===== config.mk =====
export PLATFORM = sky130hd
export DESIGN_NAME = serial_deframer
export DESIGN_NICKNAME = d
export VERILOG_FILES = /design/src/rtl/serial_pkg.sv /design/src/rtl/word_hold.sv /design/src/rtl/serial_deframer.sv
export SDC_FILE = /design/constraint.sdc
export NUM_CORES = 1
export LEC_CHECK = 0
export CORE_UTILIZATION = 50
export DETAILED_ROUTE_END_ITERATION = 8
export PLACE_DENSITY = 0.87
export SKIP_CTS_REPAIR_TIMING = 1
export SYNTH_ARGS = -nofsm -noshare
export SYNTH_HDL_FRONTEND = slang
export SYNTH_SLANG_ARGS = --single-unit
export TNS_END_PERCENT = 100

===== constraint.sdc =====
create_clock -name clk_i -period 1.9 [get_ports clk_i]
set_input_delay 0.38 -clock clk_i [delete_from_list [all_inputs] [get_ports clk_i]]
set_output_delay 0.38 -clock clk_i [all_outputs]
set_load 0.05 [all_outputs]

===== src/rtl/serial_pkg.sv =====
// serial_pkg: shared definitions for the serial receive path.
//   SER_WIDTH_DEF   - default word width
//   deframe_state_t - deframer FSM states
//   cnt_w()         - bit-counter width for a given word width
package serial_pkg;

    localparam int unsigned SER_WIDTH_DEF = 8;

    typedef enum logic [0:0] {
        DF_IDLE,
        DF_SHIFT
    } deframe_state_t;

    // The counter must be able to hold the value `width`.
    function automatic int unsigned cnt_w(input int unsigned width);
        return $clog2(width + 1);
    endfunction

endpackage


===== src/rtl/word_hold.sv =====
// word_hold: one-entry valid/ready holding register.
// Ports:
//   clk_i, rst_ni  - clock, async active-low reset
//   load_i, din_i  - offer a new word
//   dout_o         - held word, stable while valid_o is high and not accepted
//   valid_o        - a word is held
//   ready_i        - consumer accepts the word when valid_o & ready_i
//   overrun_o      - combinational pulse: the offered word was dropped
module word_hold #(
    parameter int unsigned Width = 8
) (
    input  logic             clk_i,
    input  logic             rst_ni,
    input  logic             load_i,
    input  logic [Width-1:0] din_i,
    output logic [Width-1:0] dout_o,
    output logic             valid_o,
    input  logic             ready_i,
    output logic             overrun_o
);

    logic [Width-1:0] data_q, data_d;
    logic             valid_q, valid_d;
    logic             can_load;

    // Space exists if empty, or if the current word leaves on this edge.
    assign can_load = ~valid_q | ready_i;

    always_comb begin
        data_d    = data_q;
        valid_d   = valid_q;
        overrun_o = 1'b0;
        if (load_i && can_load) begin
            data_d  = din_i;
            valid_d = 1'b1;
        end else begin
            if (valid_q && ready_i) begin
                valid_d = 1'b0;
            end
            overrun_o = load_i;
        end
    end

    always_ff @(posedge clk_i or negedge rst_ni) begin
        if (!rst_ni) begin
            data_q  <= '0;
            valid_q <= 1'b0;
        end else begin
            data_q  <= data_d;
            valid_q <= valid_d;
        end
    end

    assign dout_o  = data_q;
    assign valid_o = valid_q;

endmodule


===== src/rtl/serial_deframer.sv =====
// serial_deframer: frames a qualified serial bit stream into MSB-first words.
// Ports:
//   clk_i, rst_ni  - clock, async active-low reset
//   sin_i          - serial data bit
//   sin_en_i       - qualifies sin_i
//   sof_i          - start of frame, qualified by sin_en_i
//   word_out_o     - held word (first bit received lands in the MSB)
//   word_valid_o   - word_out_o holds an unconsumed word
//   word_ready_i   - consumer accepts on word_valid_o & word_ready_i
//   overrun_o      - sticky: a completed word was dropped
//   frame_err_o    - sticky: a frame was aborted by sof mid-word
//   clr_err_i      - synchronous clear of both sticky flags (a set wins)
module serial_deframer
    import serial_pkg::*;
#(
    parameter int unsigned WIDTH = SER_WIDTH_DEF
) (
    input  logic             clk_i,
    input  logic             rst_ni,
    input  logic             sin_i,
    input  logic             sin_en_i,
    input  logic             sof_i,
    output logic [WIDTH-1:0] word_out_o,
    output logic             word_valid_o,
    input  logic             word_ready_i,
    output logic             overrun_o,
    output logic             frame_err_o,
    input  logic             clr_err_i
);

    localparam int unsigned CntW = cnt_w(WIDTH);

    deframe_state_t   state_q, state_d;
    logic [CntW-1:0]  cnt_q, cnt_d;
    // Only WIDTH-1 bits are stored; the completing bit goes straight to the holder.
    logic [WIDTH-2:0] shift_q, shift_d;
    logic             overrun_q, overrun_d;
    logic             frame_err_q, frame_err_d;

    logic             word_load;
    logic [WIDTH-1:0] word_new;
    logic             abort;
    logic             drop;

    always_comb begin
        state_d   = state_q;
        cnt_d     = cnt_q;
        shift_d   = shift_q;
        word_load = 1'b0;
        word_new  = {shift_q, sin_i};
        abort     = 1'b0;
        case (state_q)
            DF_IDLE: begin
                if (sin_en_i && sof_i) begin
                    shift_d    = '0;
                    shift_d[0] = sin_i;
                    cnt_d      = CntW'(1);
                    state_d    = DF_SHIFT;
                end
            end
            DF_SHIFT: begin
                if (sin_en_i) begin
                    if (cnt_q == CntW'(WIDTH - 1)) begin
                        // Completing bit: sof on it is ignored.
                        word_load = 1'b1;
                        cnt_d     = '0;
                        shift_d   = '0;
                        state_d   = DF_IDLE;
                    end else if (sof_i) begin
                        abort      = 1'b1;
                        shift_d    = '0;
                        shift_d[0] = sin_i;
                        cnt_d      = CntW'(1);
                    end else begin
                        shift_d    = shift_q << 1;
                        shift_d[0] = sin_i;
                        cnt_d      = cnt_q + CntW'(1);
                    end
                end
            end
            default: begin
                state_d = DF_IDLE;
            end
        endcase
    end

    word_hold #(
        .Width (WIDTH)
    ) u_word_hold (
        .clk_i     (clk_i),
        .rst_ni    (rst_ni),
        .load_i    (word_load),
        .din_i     (word_new),
        .dout_o    (word_out_o),
        .valid_o   (word_valid_o),
        .ready_i   (word_ready_i),
        .overrun_o (drop)
    );

    // Sticky flags: clear first, then a same-edge set overrides it.
    always_comb begin
        overrun_d   = overrun_q;
        frame_err_d = frame_err_q;
        if (clr_err_i) begin
            overrun_d   = 1'b0;
            frame_err_d = 1'b0;
        end
        if (drop) begin
            overrun_d = 1'b1;
        end
        if (abort) begin
            frame_err_d = 1'b1;
        end
    end

    always_ff @(posedge clk_i or negedge rst_ni) begin
        if (!rst_ni) begin
            state_q     <= DF_IDLE;
            cnt_q       <= '0;
            shift_q     <= '0;
            overrun_q   <= 1'b0;
            frame_err_q <= 1'b0;
        end else begin
            state_q     <= state_d;
            cnt_q       <= cnt_d;
            shift_q     <= shift_d;
            overrun_q   <= overrun_d;
            frame_err_q <= frame_err_d;
        end
    end

    assign overrun_o   = overrun_q;
    assign frame_err_o = frame_err_q;

endmodule

---- Yosys cells after proc, flatten, opt, wreduce, memory -nomap -nowiden ----
Cells that the tools add are included.
word-level totals
  bits in registers ....................... 23
  input port bits ......................... 7
  output and inout port bits .............. 11
  word-level logic and storage cells ...... 48
operators by class
  add/sub/neg operators ................... 1
  equal/unequal tests ..................... 3
  multiplexer cells ....................... 27
  bitwise logic cells ..................... 3
  reduce and logical (&&, ||, !) cells .... 7
operator list
  cell                                           count
  two-way mux 7 bit                              4
  two-way mux 1 bit                              16
  two-way mux 4 bit                              4
  one-hot mux 7 bit (2 select lines)             1
  one-hot mux 4 bit (2 select lines)             1
  nonzero test 2 bit                             3
  adder 4 x 1 -> 4 bit, second input constant    1
  == test 4 x 3 -> 1 bit, second input constant  1
  != test 2 bit, second input constant           2
  logical AND 1 bit                              3
  inverter 1 bit                                 2
  one-hot mux 1 bit (2 select lines)             1
  AND reduction 2 bit                            1
  bitwise OR 1 bit                               1

---- Logic depth before layout (Yosys ltp) ----
  depth after elaboration ................. 7
  mapped depth ............................ 6
  gate-level depth less buffers ........... 4

---- Hierarchy ----
Synthesis repeated with hierarchy kept, for this count alone.
unflattened totals
  cell total of the unflattened synthesis .. 72
  area, all modules ....................... 973.4 um2
by module, submodules not included
  module           times used  cells an instance  area an instance (um2)  sequential area each (um2)
  serial_deframer  1           50                 591.8                   350.3
  word_hold        1           22                 381.6                   225.2

---- Least setup slack after synthesis ----
Ideal clock, no wire load.
  kind .................................... register to register
  from .................................... register cnt_q[0]
  to ...................................... register u_word_hold.data_q[0] (netlist: u_word_hold.dout_o[0])
  library setup time ...................... 0.125 ns
  data arrival time ....................... 1.505 ns
  data required time ...................... 1.775 ns
  path slack .............................. 0.270 ns
  stages on the path, launching flop included .. 7
  path buffers ............................ 2
  clock period less this slack ............ 1.630 ns
  path through ............................ dfrtp_1 -> ha_1 -> and3b_1 -> buf_6 -> and4_4 -> buf_6 -> mux2_4
between the ends
  word-level cells in the longest chain between the ends .. 5
ends and longest elaborated chain
  what                    line                    RTL
  start, declared         serial_deframer.sv:34   logic [CntW-1:0] cnt_q, cnt_d;
  start signal, assigned  serial_deframer.sv:125  cnt_q <= cnt_d;
  == test 4 x 3 -> 1 bit  serial_deframer.sv:63   if (cnt_q == CntW'(WIDTH - 1)) begin
  two-way mux 1 bit       serial_deframer.sv:63
  two-way mux 1 bit       serial_deframer.sv:62   if (sin_en_i) begin
  two-way mux 1 bit       serial_deframer.sv:52   case (state_q)
  logical AND 1 bit       word_hold.sv:33         if (load_i && can_load) begin
  end signal, assigned    word_hold.sv:49         data_q <= data_d;
  end, declared           word_hold.sv:22         logic [Width-1:0] data_q, data_d;
Every way passes these cells.
A chain may end at the register's enable or synchronous reset.

---- Worst setup path in the final report ----
  from .................................... register overrun_q (netlist: overrun_o)
  to ...................................... output overrun_o
RTL lines
  what                    line                    RTL
  start, declared         serial_deframer.sv:37   logic overrun_q, overrun_d;
  start signal, assigned  serial_deframer.sv:127  overrun_q <= overrun_d;
  end, declared           serial_deframer.sv:26   output logic overrun_o,
No word-level cell between the ends.

==> impl_metrics.env <==
export IMPL_status="complete, no violations"
export IMPL_total_power_uw=1435
export IMPL_drive_gt1_frac=0.2268
export IMPL_drc=0
export IMPL_cts_buffer_depth=2
export IMPL_track_usage=0.2071
export IMPL_crit_family="buffers and inverters"
export IMPL_grt_pass1_wl_microns=3036
export IMPL_final_setup_tns_ns=0
export IMPL_gr_total_overflow=0
export IMPL_max_stage_delay_ns=0.80
export IMPL_cts_htree_levels=1
export IMPL_drt_wirelength_per_cell_microns=15.16
export IMPL_ys_seq_elements=23
export IMPL_min_period_ns=1.852
export IMPL_cts_buffers=3
export IMPL_crit_fanout=2
export IMPL_vias_per_cell=5.508
export IMPL_grt_max_degree=24
export IMPL_crit_buf_inv=1
export IMPL_hpwl_microns=1344
export IMPL_cap_violations=0
export IMPL_yosys_warnings=0
export IMPL_synth_top_area_frac=0.5808
export IMPL_syn_to_final_growth_pct=25.38
export IMPL_firstDrtPassIters=4
export IMPL_die_y_microns=46.52
export IMPL_die_w_microns=46.52
export IMPL_core_area_sq_um=1783
export IMPL_syn_nets=83
export IMPL_slowest_stage="clkdlybuf4s50_1"
export IMPL_path_cells="clkdlybuf4s50_1"
export IMPL_fillers=123
export IMPL_row_count=15
export IMPL_finalSetupViolCount=0
export IMPL_vias=672
export IMPL_syn_area_sq_um=991.0
export IMPL_r2r_cells=4
export IMPL_max_freq_mhz=540.0
export IMPL_synth_top_area_cell="dfrtp_1"
export IMPL_drt_iter0_drc=10
export IMPL_power_leakage_uw=0.0007078
export IMPL_rsz0062_at_grt="no"
export IMPL_ir_drop_v=0.0009260
export IMPL_ys_types=25
export IMPL_path_class="reg2out"
export IMPL_dieArea_sq_um=2164
export IMPL_cts_num_sinks=23
export IMPL_power_density_nw_per_um2=1155
export IMPL_hold_path_class="in2async"
export IMPL_startpoint_type="flip-flop"
export IMPL_wl_microns=1849
export IMPL_path_clk_slew_ns=0.13
export IMPL_gp_congestion=0.7527
export IMPL_fin_skew_ns=0.002638
export IMPL_drtAntennaViolNets=0
export IMPL_regArea_sq_um=575.6
export IMPL_clkLatencyLatePin_ns=0.31
export IMPL_initial_core_util=0.5558
export IMPL_worst_slack_ns=0.04828
export IMPL_antenna_found_initial=0
export IMPL_grt_pass1_vias=646
export IMPL_multi_input_area_sq_um=366.6
export IMPL_synth_avg_cell_area_sq_um=13.21
export IMPL_netlist_instances=75
export IMPL_final_nets=106
export IMPL_cts_root_buf="clkbuf_4"
export IMPL_dp_slack_ns=0.09572
export IMPL_path_depth=1
export IMPL_io_pins=18
export IMPL_worst_pin_slew_ns=0.7586
export IMPL_arrival_ns=1.47
export IMPL_numPortBuffers=17
export IMPL_max_slew_margin_rel=0.4908
export IMPL_synth_area_top_cells="dfrtp_1, mux2_4, a22o_1"
export IMPL_cp_end_kind="output pin"
export IMPL_ys_seq_area_frac=0.5808
export IMPL_cts_tree="done"
export IMPL_crit_required_ns=1.52
export IMPL_maxSlewViolCount=0
export IMPL_antenna_cells=0
export IMPL_post_route_period_util=0.9746
export IMPL_hold_violations=0
-- cell type report --
class,count,share of cell area
clock buffer,3,0.01813
timing repair buffer,22,0.1793
sequential,23,0.4632
tap,25,0.02518
inverter,5,0.01511
clock inverter,1,0.004028
multi-input combinational,43,0.2951
-- final timing paths --
kind | start | end | slack, ns
worst min register to register | u_word_hold.dout_o[2]$_DFFE_PN0P_ | u_word_hold.dout_o[2]$_DFFE_PN0P_ | 0.52
worst min-delay path | rst_ni | u_word_hold.valid_o$_DFFE_PN0P_ | 0.41
min in group clk_i | u_word_hold.dout_o[2]$_DFFE_PN0P_ | u_word_hold.dout_o[2]$_DFFE_PN0P_ | 0.52
max in group asynchronous | rst_ni | u_word_hold.dout_o[6]$_DFFE_PN0P_ | 1.27
worst max register to register | cnt_q[0]$_DFFE_PN0P_ | u_word_hold.dout_o[6]$_DFFE_PN0P_ | 0.25
worst max-delay path | overrun_o$_DFFE_PN0P_ | overrun_o | 0.05
-- cell families (layout without fill, tap and decap cells) --
logic type / count (synthesis) / count (layout) / share of synthesized area
buf+inv: 9 / 31 / 0.04925
flops: 23 / 23 / 0.5808
compound gates: 20 / 20 / 0.1477
fa+ha+maj: 1 / 1 / 0.01262
simple gates: 14 / 14 / 0.08840
mux: 8 / 8 / 0.1212
-- cells in the final DEF, fill, tap and decap left out, types with 2 or more instances in the layout --
master,count
clkdlybuf4s50_1,7
dlymetal6s2s_1,8
mux2_4,8
dfrtp_1,23
o22ai_1,2
nand2_1,5
clkbuf_4,3
a31oi_1,2
buf_4,7
nand3_1,2
a21oi_1,3
inv_1,5
a22o_1,7
-- Yosys cell counts, drive strengths merged --
| library cell | count |
|---|---|
| dfrtp | 23 |
| mux2 | 8 |
| a22o | 7 |
| inv | 5 |
| nand2 | 5 |
| a21oi | 3 |
| a31oi | 2 |
| buf | 2 |
| clkbuf | 2 |
| nand3 | 2 |
| o21ai | 2 |
| o22ai | 2 |
| a21bo | 1 |
| a2bb2oi | 1 |
| and3b | 1 |
| and4 | 1 |
| and4b | 1 |
| ha | 1 |
| nand2b | 1 |
| nand4 | 1 |
| nor2b | 1 |
| nor3 | 1 |
| o31ai | 1 |
| o32ai | 1 |
-- flip-flops by register name, indices dropped and copies added, names as in the netlist --
name and cells:
overrun_o 1, frame_err_o 1, u_word_hold.dout_o 8, cnt_q 4, state_q 1, u_word_hold.valid_o 1
shift_q 7
-- metal layers --
layer  GRT usage  up-vias  share of wire
met1      0.2972      330           0.48
li1            -      320              -
met5           0        -              0
met3     0.04706        2          0.036
met4     0.05294        0         0.0087
met2      0.3167       20           0.48
-- report_power, final --
part / switching [uW] / internal [uW] / leakage [uW]
combinational: 292 / 227 / 0.000387
sequential: 96.8 / 593 / 0.000303
clock: 147 / 78.6 / 0.0000177
total: 536 / 899 / 0.000708
-- per-stage QoR --
stage | hold slack (ns) | std cells | cell area (sq um) | utilization
2_1_floorplan | 0.08441 | 75 | 991.0 | -
6_report | 0.4082 | 122 | 1242 | 0.6968
5_1_grt | 0.4168 | 122 | 1242 | 0.6968
3_3_place_gp | 0.4828 | 118 | 1195 | 0.6702
3_5_place_dp | 0.4981 | 118 | 1195 | 0.6702
4_1_cts | 0.4168 | 122 | 1222 | 0.6856
No activity file was read; power rests on OpenSTA's default activity.
